### src/rtl/load_reg_bank.sv
// load_reg_bank: CHANNELS load registers of WIDTH bits sharing one write path.
// One addressed channel per cycle can be loaded, shifted left/right or rotated left.
// Each channel has a dirty flag. With LOAD_REG_BANK_SNAPSHOT_EN defined, a shadow
// copy of every channel is captured on snap for coherent readback.
//
// Ports:
//   clk        rising-edge clock
//   reset      asynchronous active-high reset
//   ld         operation strobe (one op per cycle)
//   op         00 LOAD, 01 SHL, 10 SHR, 11 ROL
//   wr_sel     target channel of ld; out-of-range selects are ignored
//   data_in    LOAD value
//   ser_in     serial bit shifted in by SHL/SHR
//   rd_sel     channel shown on data and snap_data (out of range reads 0)
//   data       live value of channel rd_sel
//   ser_out    registered bit last shifted or rotated out
//   dirty      per-channel modified-since-snapshot flags
//   snap       snapshot strobe (ignored when snapshot support is not built)
//   snap_data  shadow value of channel rd_sel (0 when snapshot support is not built)
//
// Build option: LOAD_REG_BANK_SNAPSHOT_EN enables the shadow registers.
module load_reg_bank #(
  parameter int unsigned WIDTH    = 8,
  parameter int unsigned CHANNELS = 4,
  parameter int unsigned SEL_W    = $clog2(CHANNELS)
) (
  input  logic                clk,
  input  logic                reset,
  input  logic                ld,
  input  logic [1:0]          op,
  input  logic [SEL_W-1:0]    wr_sel,
  input  logic [WIDTH-1:0]    data_in,
  input  logic                ser_in,
  input  logic [SEL_W-1:0]    rd_sel,
  output logic [WIDTH-1:0]    data,
  output logic                ser_out,
  output logic [CHANNELS-1:0] dirty,
  input  logic                snap,
  output logic [WIDTH-1:0]    snap_data
);

  typedef enum logic [1:0] {
    OpLoad = 2'b00,
    OpShl  = 2'b01,
    OpShr  = 2'b10,
    OpRol  = 2'b11
  } op_e;

  logic [WIDTH-1:0]    reg_q [CHANNELS];
  logic [WIDTH-1:0]    reg_d [CHANNELS];
  logic                ser_out_q, ser_out_d;
  logic [CHANNELS-1:0] dirty_q, dirty_d;

  // Only selects matching a real channel index take effect, so out-of-range
  // writes fall through with no state change.
  always_comb begin
    reg_d     = reg_q;
    ser_out_d = ser_out_q;
    dirty_d   = dirty_q;
`ifdef LOAD_REG_BANK_SNAPSHOT_EN
    if (snap) begin
      dirty_d = '0;
    end
`endif
    for (int unsigned i = 0; i < CHANNELS; i++) begin
      if (ld && (wr_sel == SEL_W'(i))) begin
        // Set after the snap clear so a same-edge write stays dirty.
        dirty_d[i] = 1'b1;
        unique case (op_e'(op))
          OpLoad: reg_d[i] = data_in;
          OpShl: begin
            reg_d[i]  = {reg_q[i][WIDTH-2:0], ser_in};
            ser_out_d = reg_q[i][WIDTH-1];
          end
          OpShr: begin
            reg_d[i]  = {ser_in, reg_q[i][WIDTH-1:1]};
            ser_out_d = reg_q[i][0];
          end
          OpRol: begin
            reg_d[i]  = {reg_q[i][WIDTH-2:0], reg_q[i][WIDTH-1]};
            ser_out_d = reg_q[i][WIDTH-1];
          end
          default: reg_d[i] = reg_q[i];
        endcase
      end
    end
  end

  always_ff @(posedge clk or posedge reset) begin
    if (reset) begin
      reg_q     <= '{default: '0};
      ser_out_q <= 1'b0;
      dirty_q   <= '0;
    end else begin
      reg_q     <= reg_d;
      ser_out_q <= ser_out_d;
      dirty_q   <= dirty_d;
    end
  end

  always_comb begin
    data = '0;
    for (int unsigned i = 0; i < CHANNELS; i++) begin
      if (rd_sel == SEL_W'(i)) begin
        data = reg_q[i];
      end
    end
  end

  assign ser_out = ser_out_q;
  assign dirty   = dirty_q;

`ifdef LOAD_REG_BANK_SNAPSHOT_EN
  logic [WIDTH-1:0] shadow_q [CHANNELS];
  logic [WIDTH-1:0] shadow_d [CHANNELS];

  // Shadow takes the pre-operation value when snap and ld share an edge.
  always_comb begin
    shadow_d = shadow_q;
    if (snap) begin
      shadow_d = reg_q;
    end
  end

  always_ff @(posedge clk or posedge reset) begin
    if (reset) begin
      shadow_q <= '{default: '0};
    end else begin
      shadow_q <= shadow_d;
    end
  end

  always_comb begin
    snap_data = '0;
    for (int unsigned i = 0; i < CHANNELS; i++) begin
      if (rd_sel == SEL_W'(i)) begin
        snap_data = shadow_q[i];
      end
    end
  end
`else
  logic unused_snap;
  assign unused_snap = snap;
  assign snap_data   = '0;
`endif

endmodule

### config.mk
export PLATFORM = sky130hd
export DESIGN_NAME = load_reg_bank
export DESIGN_NICKNAME = d
export VERILOG_FILES = /design/src/rtl/load_reg_bank.sv
export SDC_FILE = /design/constraint.sdc
export NUM_CORES = 1
export LEC_CHECK = 0
export BUFFER_PORTS_ARGS = -buffer_cell sky130_fd_sc_hd__buf_2
export CAP_MARGIN = 20
export CORE_MARGIN = 2
export CORE_UTILIZATION = 37
export CTS_CLUSTER_SIZE = 30
export DETAILED_ROUTE_END_ITERATION = 8
export PLACE_DENSITY = 0.62
export SETUP_SLACK_MARGIN = 0.2
export SKIP_LAST_GASP = 1
export SYNTH_ARGS = -nofsm -noshare
export SYNTH_HDL_FRONTEND = slang
export SYNTH_SLANG_ARGS = --single-unit
### constraint.sdc
create_clock -name clk -period 1.2 [get_ports clk]
set_input_delay 0.12 -clock clk [delete_from_list [all_inputs] [get_ports clk]]
set_output_delay 0.12 -clock clk [all_outputs]
set_load 0.02 [all_outputs]
==> metrics.cfg, run 1 <==
[timing]
finalSetupViolCount=11
setup_ws_ps=-255
finalCritPeriodShare=1.21
hold_viol=0
worst_clock_skew_ps=5.39
setup_tns_ps=-2120
maxSlewViolCount=0
clock.fmax_mhz=687
rsz0062_at_grt=yes
finalCriticalPeriod_ps=1450

[setup_path]
critPathKind=reg -> out
cp_max_fo=2
cpPeakStageDelay_ps=500
crit_path_top_delay_cell=mux4_2
crit_family=multiplexers
worst-path-buf-inv=1
path_cells=mux4_2, buf_6
worstPathRequired_ps=1080
end_kind=output pin
arrival_ps=1330
critPathLaunchType=flop

[drt]
routed-wl-met2_um=3280
via_per_inst=5.30
top_layer=met4
drt_first_pass_iters=4
drt_iter0_markers=180
drtAntennaViolNets=0
dr_wl_met3_um=316
wirelength_um=6510
num_vias=2125
wl_met1_um=2790
detail_route.wl_per_cell_um=16.2
drc=0

[floorplanning]
placeableCoreArea_um2=5920
boundaryPins=40
num_rows=28
die_w_um=82.1
die_area_um2=6740
die_h_um=82.1
start_util=0.381

[run_status]
violations=setup timing
status=finished, violations left

[pwr]
power_density_nw_per_um2=1500
p_leak_nw=1.59
vdd_drop_max_mv=0.962

[global_routing]
grt_pass1_wl_um=10400
track_usage=0.207
grt_max_degree=38
overflow=0
antenna_found_initial=0
grt_pass1_vias=2135

[cells_and_area]
antenna_cells=0
fin_util=0.578
area_delta_synth_final_pct=51.7
nets=344
fill_cells=503
drive_above_1_share=0.494

[clocking]
cts_tree=done
cts.sink_count=37
cts_buffer_depth=2
htreeDepth=2
path_clk_slew_ps=80
cts_made_buffers=5
clock_latency_ps=280
cts_root_buf=clkbuf_8

[placement]
routabilityCongestion=0.798
portBuffers=30
dp_hpwl_um=4440

[logic_synthesis]
synth_top_area_share=0.410
synth_cells=230
yosysSeqAreaShare=0.410
ys_warn_count=0
syn-cell-area_um2=2260
synth-seq-cells=37
synth_largest_area_cell=dfrtp_1
post_synth.cell_area_avg_um2=9.81
synth_area_leaders=dfrtp_1 (41%), mux4_2 (8.0%), a21oi_1 (5.5%)
synth_cell_types=32

[worst_hold_path]
hold_path.class=in -> reg

[run]
maxCapViolCount=0

cell usage after synthesis (all sizes together):
| cell | n |
|---|---|
| conb | 1 |
| a22oi | 1 |
| a211oi | 9 |
| buf | 23 |
| o22ai | 1 |
| clkbuf | 2 |
| a21o | 4 |
| dfrtp | 37 |
| o211ai | 1 |
| o21ai | 23 |
| and2b | 1 |
| nand3b | 2 |
| o31ai | 5 |
| a311oi | 2 |
| a21boi | 1 |
| a21oi | 25 |
| nand3 | 1 |
| nor2b | 12 |
| a221o | 2 |
| or2 | 1 |
| mux2i | 8 |
| mux4 | 8 |
| nand2b | 6 |
| mux2 | 15 |
| nand2 | 31 |
| nor2 | 6 |
| inv | 2 |
what timing repair did:
action	4_1_cts	5_1_grt
resized for setup	54	25
buffers inserted	15	6
setup endpoints to repair	33	37
pin swaps	8	15
hold endpoints to repair	37	0
hold buffers	1	0
cell usage in the layout (no fill, tap or decap), types with 2 or more instances in the layout:
cell type / instances
nand3b_1: 2
buf_4: 44
nor2b_2: 5
mux2_1: 4
nand2_1: 28
a21o_1: 4
nor2_1: 6
buf_12: 7
dfrtp_1: 37
a211oi_2: 4
mux2_2: 3
conb_1: 8
buf_6: 32
buf_2: 22
o31ai_1: 5
a21oi_1: 13
nand2b_1: 6
o21ai_1: 20
a221o_1: 2
nand2_2: 3
mux2_4: 8
clkbuf_8: 7
a211oi_1: 5
o21ai_2: 2
a21oi_2: 9
mux2i_1: 8
nor2b_1: 7
mux4_2: 8
a21oi_4: 3
a311oi_2: 2
registers in the layout, summed over array words and instances (netlist names):
register  cells
ser_out       1
reg_q        32
dirty         4
cell type report:
cell class,count,area (um^2),share of cell area
clock buffers,7,96.3,0.0281
clock inverters,1,5.00,0.00146
inverters,2,7.51,0.00219
multi-input cells,173,1340,0.393
flip-flops and latches,37,926,0.270
well taps,75,93.8,0.0274
repair buffers,106,951,0.278
report_power, final:
| group | total, mW | switching [mW] | internal (mW) | leakage, nW |
|---|---|---|---|---|
| clock network | 0.977 | 0.457 | 0.520 | 0.0542 |
| registers | 1.71 | 0.181 | 1.53 | 0.457 |
| logic | 2.46 | 1.03 | 1.43 | 1.08 |
| total | 5.15 | 1.67 | 3.48 | 1.59 |
through the flow:
step                power, mW  setup WS [ps]  area [um^2]  hold WS (ps)  instances
floorplan                2.64           36.3         2300           300        237
global placement         3.37          -31.1         2860           185        371
detailed placement       3.41          -55.0         2860           186        371
CTS                      4.91           -249         3270           289        395
global route             5.43           -285         3420           344        401
finish                   5.15           -255         3420           297        401
routing by layer:
metal  global-route usage  up-vias
met5                    0        -
met4                0.105        0
met3               0.0352       11
met2                0.324       62
met1                0.276     1050
li1                     -     1002
logic make-up (layout without fill, tap and decap cells):
group / Yosys count / count (layout) / synth area share
AO/OA/AOI/OAI: 74 / 74 / 0.196
buffers and inverters: 27 / 116 / 0.0754
flip-flops: 37 / 37 / 0.410
multiplexers: 31 / 31 / 0.190
other: 1 / 8 / 0.00166
AND/OR/NAND/NOR: 60 / 60 / 0.126
worst register-to-register path: stages (launching register included):
cell      delay [ps]
dfrtp_1          390
buf_4            140
a221o_1          320
a311oi_2         260
o22ai_1          100
path summary, 6_finish.rpt:
| path | slack (ps) | end | startpoint | cells past startpoint |
|---|---|---|---|---|
| hold / removal | 300 | reg_q[14]$_DFFE_PP0P_ | data_in[6] | 5 |
| setup reg to reg | -120 | ser_out$_DFF_PP0_ | reg_q[24]$_DFFE_PP0N_ | 4 |
| hold reg to reg | 460 | dirty[0]$_DFFE_PP0N_ | dirty[0]$_DFFE_PP0N_ | 1 |
| max in group asynchronous | 580 | reg_q[1]$_DFFE_PP0P_ | reset | 4 |
| min in group asynchronous | 430 | dirty[1]$_DFFE_PP0P_ | reset | 4 |
| setup / recovery | -250 | data[2] | reg_q[2]$_DFFE_PP0P_ | 2 |
Power figures use the tool's default switching activity.
==> inputs of run 2 (changes only) <==
Settings changed: PLACE_DENSITY 0.62 to 0.6.
Clock period 1.2 ns to 1.4 ns, I/O delays scaled along.
==> metrics.cfg, run 2 (synthesis results as in run 1) <==
[cells_and_area]
largest_reg_flops=32
antenna_cells=0
nets=324
regMostFlops=reg_q
fin_area_um2=2970
final_common_cell=buf_4
drive_above_1_share=0.364
area_delta_synth_final_pct=31.4
final_cell_mix=buf_4 (50), dfrtp_1 (36), nand2_1 (31), a21oi_1 (24)
instances_no_fill=380
fill_cells=551

[setup_path]
critPathLaunchType=flop
cp_max_fo=2
end_kind=output pin
worstPathRequired_ps=1260
arrival_ps=1350
critPathKind=reg -> out

[clocking]
cts_made_buffers=5
cts_tree=done
path_clk_slew_ps=70
clock_latency_ps=280
cts_root_buf=clkbuf_8
htreeDepth=2
cts.sink_count=37
cts_buffer_depth=2

[floorplanning]
die_w_um=82.1
start_util=0.381
placeableCoreArea_um2=5920
boundaryPins=40
die_h_um=82.1
die_area_um2=6740
num_rows=28

[drt]
drt_iter0_markers=154
drt_first_pass_iters=4
via_per_inst=5.32
num_vias=2022
detail_route.wl_per_cell_um=16.6
drtAntennaViolNets=0
wirelength_um=6310
drc=0

[run_status]
status=finished, violations left
violations=setup timing

[pwr]
comb_power_share=0.431
clkPwrFrac=0.193
p_seq_frac=0.376
p_leak_nw=1.37
vdd_drop_max_mv=0.761
switching_share=0.329
p_sw_mw=1.29
p_int_mw=2.63
power_density_nw_per_um2=1320

[timing]
finalCriticalPeriod_ps=1490
slew_headroom=0.663
finalCritPeriodShare=1.07
clock.fmax_mhz=669
hold_viol=0
setup_tns_ps=-491
maxSlewViolCount=0
tightestPinTransition_ps=505
setup_ws_ps=-94.3
whs_ps=268
rsz0062_at_grt=yes
finalSetupViolCount=8
worst_clock_skew_ps=3.95

[placement]
portBuffers=30
place_worst_setup_slack_ps=95.1
dp_hpwl_um=4070
routabilityCongestion=0.822
dp.cells=337
place_area_um2=2530

[global_routing]
overflow=0
antenna_found_initial=0
grt_max_degree=43
grt_pass1_wl_um=9950
grt_pass1_vias=1843
track_usage=0.199

[run]
maxCapViolCount=0

[worst_hold_path]
hold_path.class=in -> reg

==> run 2: changes by cell type in the layout (fill, tap and decap cells not counted), sizes merged <==
cell,before,now
clkinv,1,0
buf,105,85
==> run 2: cell type report <==
type | instances | area (um^2) | share of cell area
sequential | 37 | 927 | 0.313
multi-input combinational | 173 | 1200 | 0.405
inverter | 2 | 7.51 | 0.00253
tap | 75 | 93.8 | 0.0316
clock buffer | 7 | 86.3 | 0.0291
timing repair buffer | 86 | 651 | 0.219
==> run 2: per-layer routing <==
metal / track usage / routed length, um / vias up / share of wire
met5: 0 / 0 / - / 0
met4: 0.0400 / 46 / 0 / 0.0073
met3: 0.0341 / 269 / 4 / 0.043
met2: 0.306 / 3080 / 56 / 0.49
met1: 0.294 / 2920 / 998 / 0.46
li1: - / - / 964 / -
==> run 2: what timing repair did <==
| action | 4_1_cts | 5_1_grt |
|---|---|---|
| hold buffers | 1 | 0 |
| gates resized for setup | 19 | 6 |
| pin swaps | 2 | 3 |
| hold endpoints to repair | 37 | 0 |
| setup buffers | 28 | 7 |
| endpoints found under the setup margin | 9 | 11 |
==> run 2: path summary, 6_finish.rpt <==
kind,cells after the start,from,slack (ps),end
min reg2reg,1,dirty[3]$_DFFE_PP0P_,470,dirty[3]$_DFFE_PP0P_
min,4,wr_sel[1],270,ser_out$_DFF_PP0_
min in group asynchronous,4,reset,510,dirty[3]$_DFFE_PP0P_
max,2,reg_q[7]$_DFFE_PP0P_,-90,data[7]
max in group asynchronous,4,reset,530,reg_q[23]$_DFFE_PP0P_
max reg2reg,4,reg_q[23]$_DFFE_PP0P_,40,ser_out$_DFF_PP0_
==> run 2: worst max-delay path, cell delays in order (launching register included) <==
cell	delay, ps
dfrtp_1	400
mux4_2	520
buf_6	160
==> run 2: power groups by stage <==
stage | clock network [mW] | registers (mW) | logic (mW)
finish | 0.758 | 1.47 | 1.69
global route | 0.834 | 1.49 | 1.83
CTS | 0.775 | 1.46 | 1.56
detailed placement | 0 | 1.59 | 1.00
global placement | 0 | 1.59 | 0.990
floorplan | 0 | 1.51 | 0.743
==> run 2: metrics by stage <==
stage / utilization / power (mW)
after global placement: 0.427 / 2.58
after floorplan: - / 2.25
after detailed placement: 0.427 / 2.60
final: 0.501 / 3.92
after CTS: 0.488 / 3.79
after global routing: 0.501 / 4.15
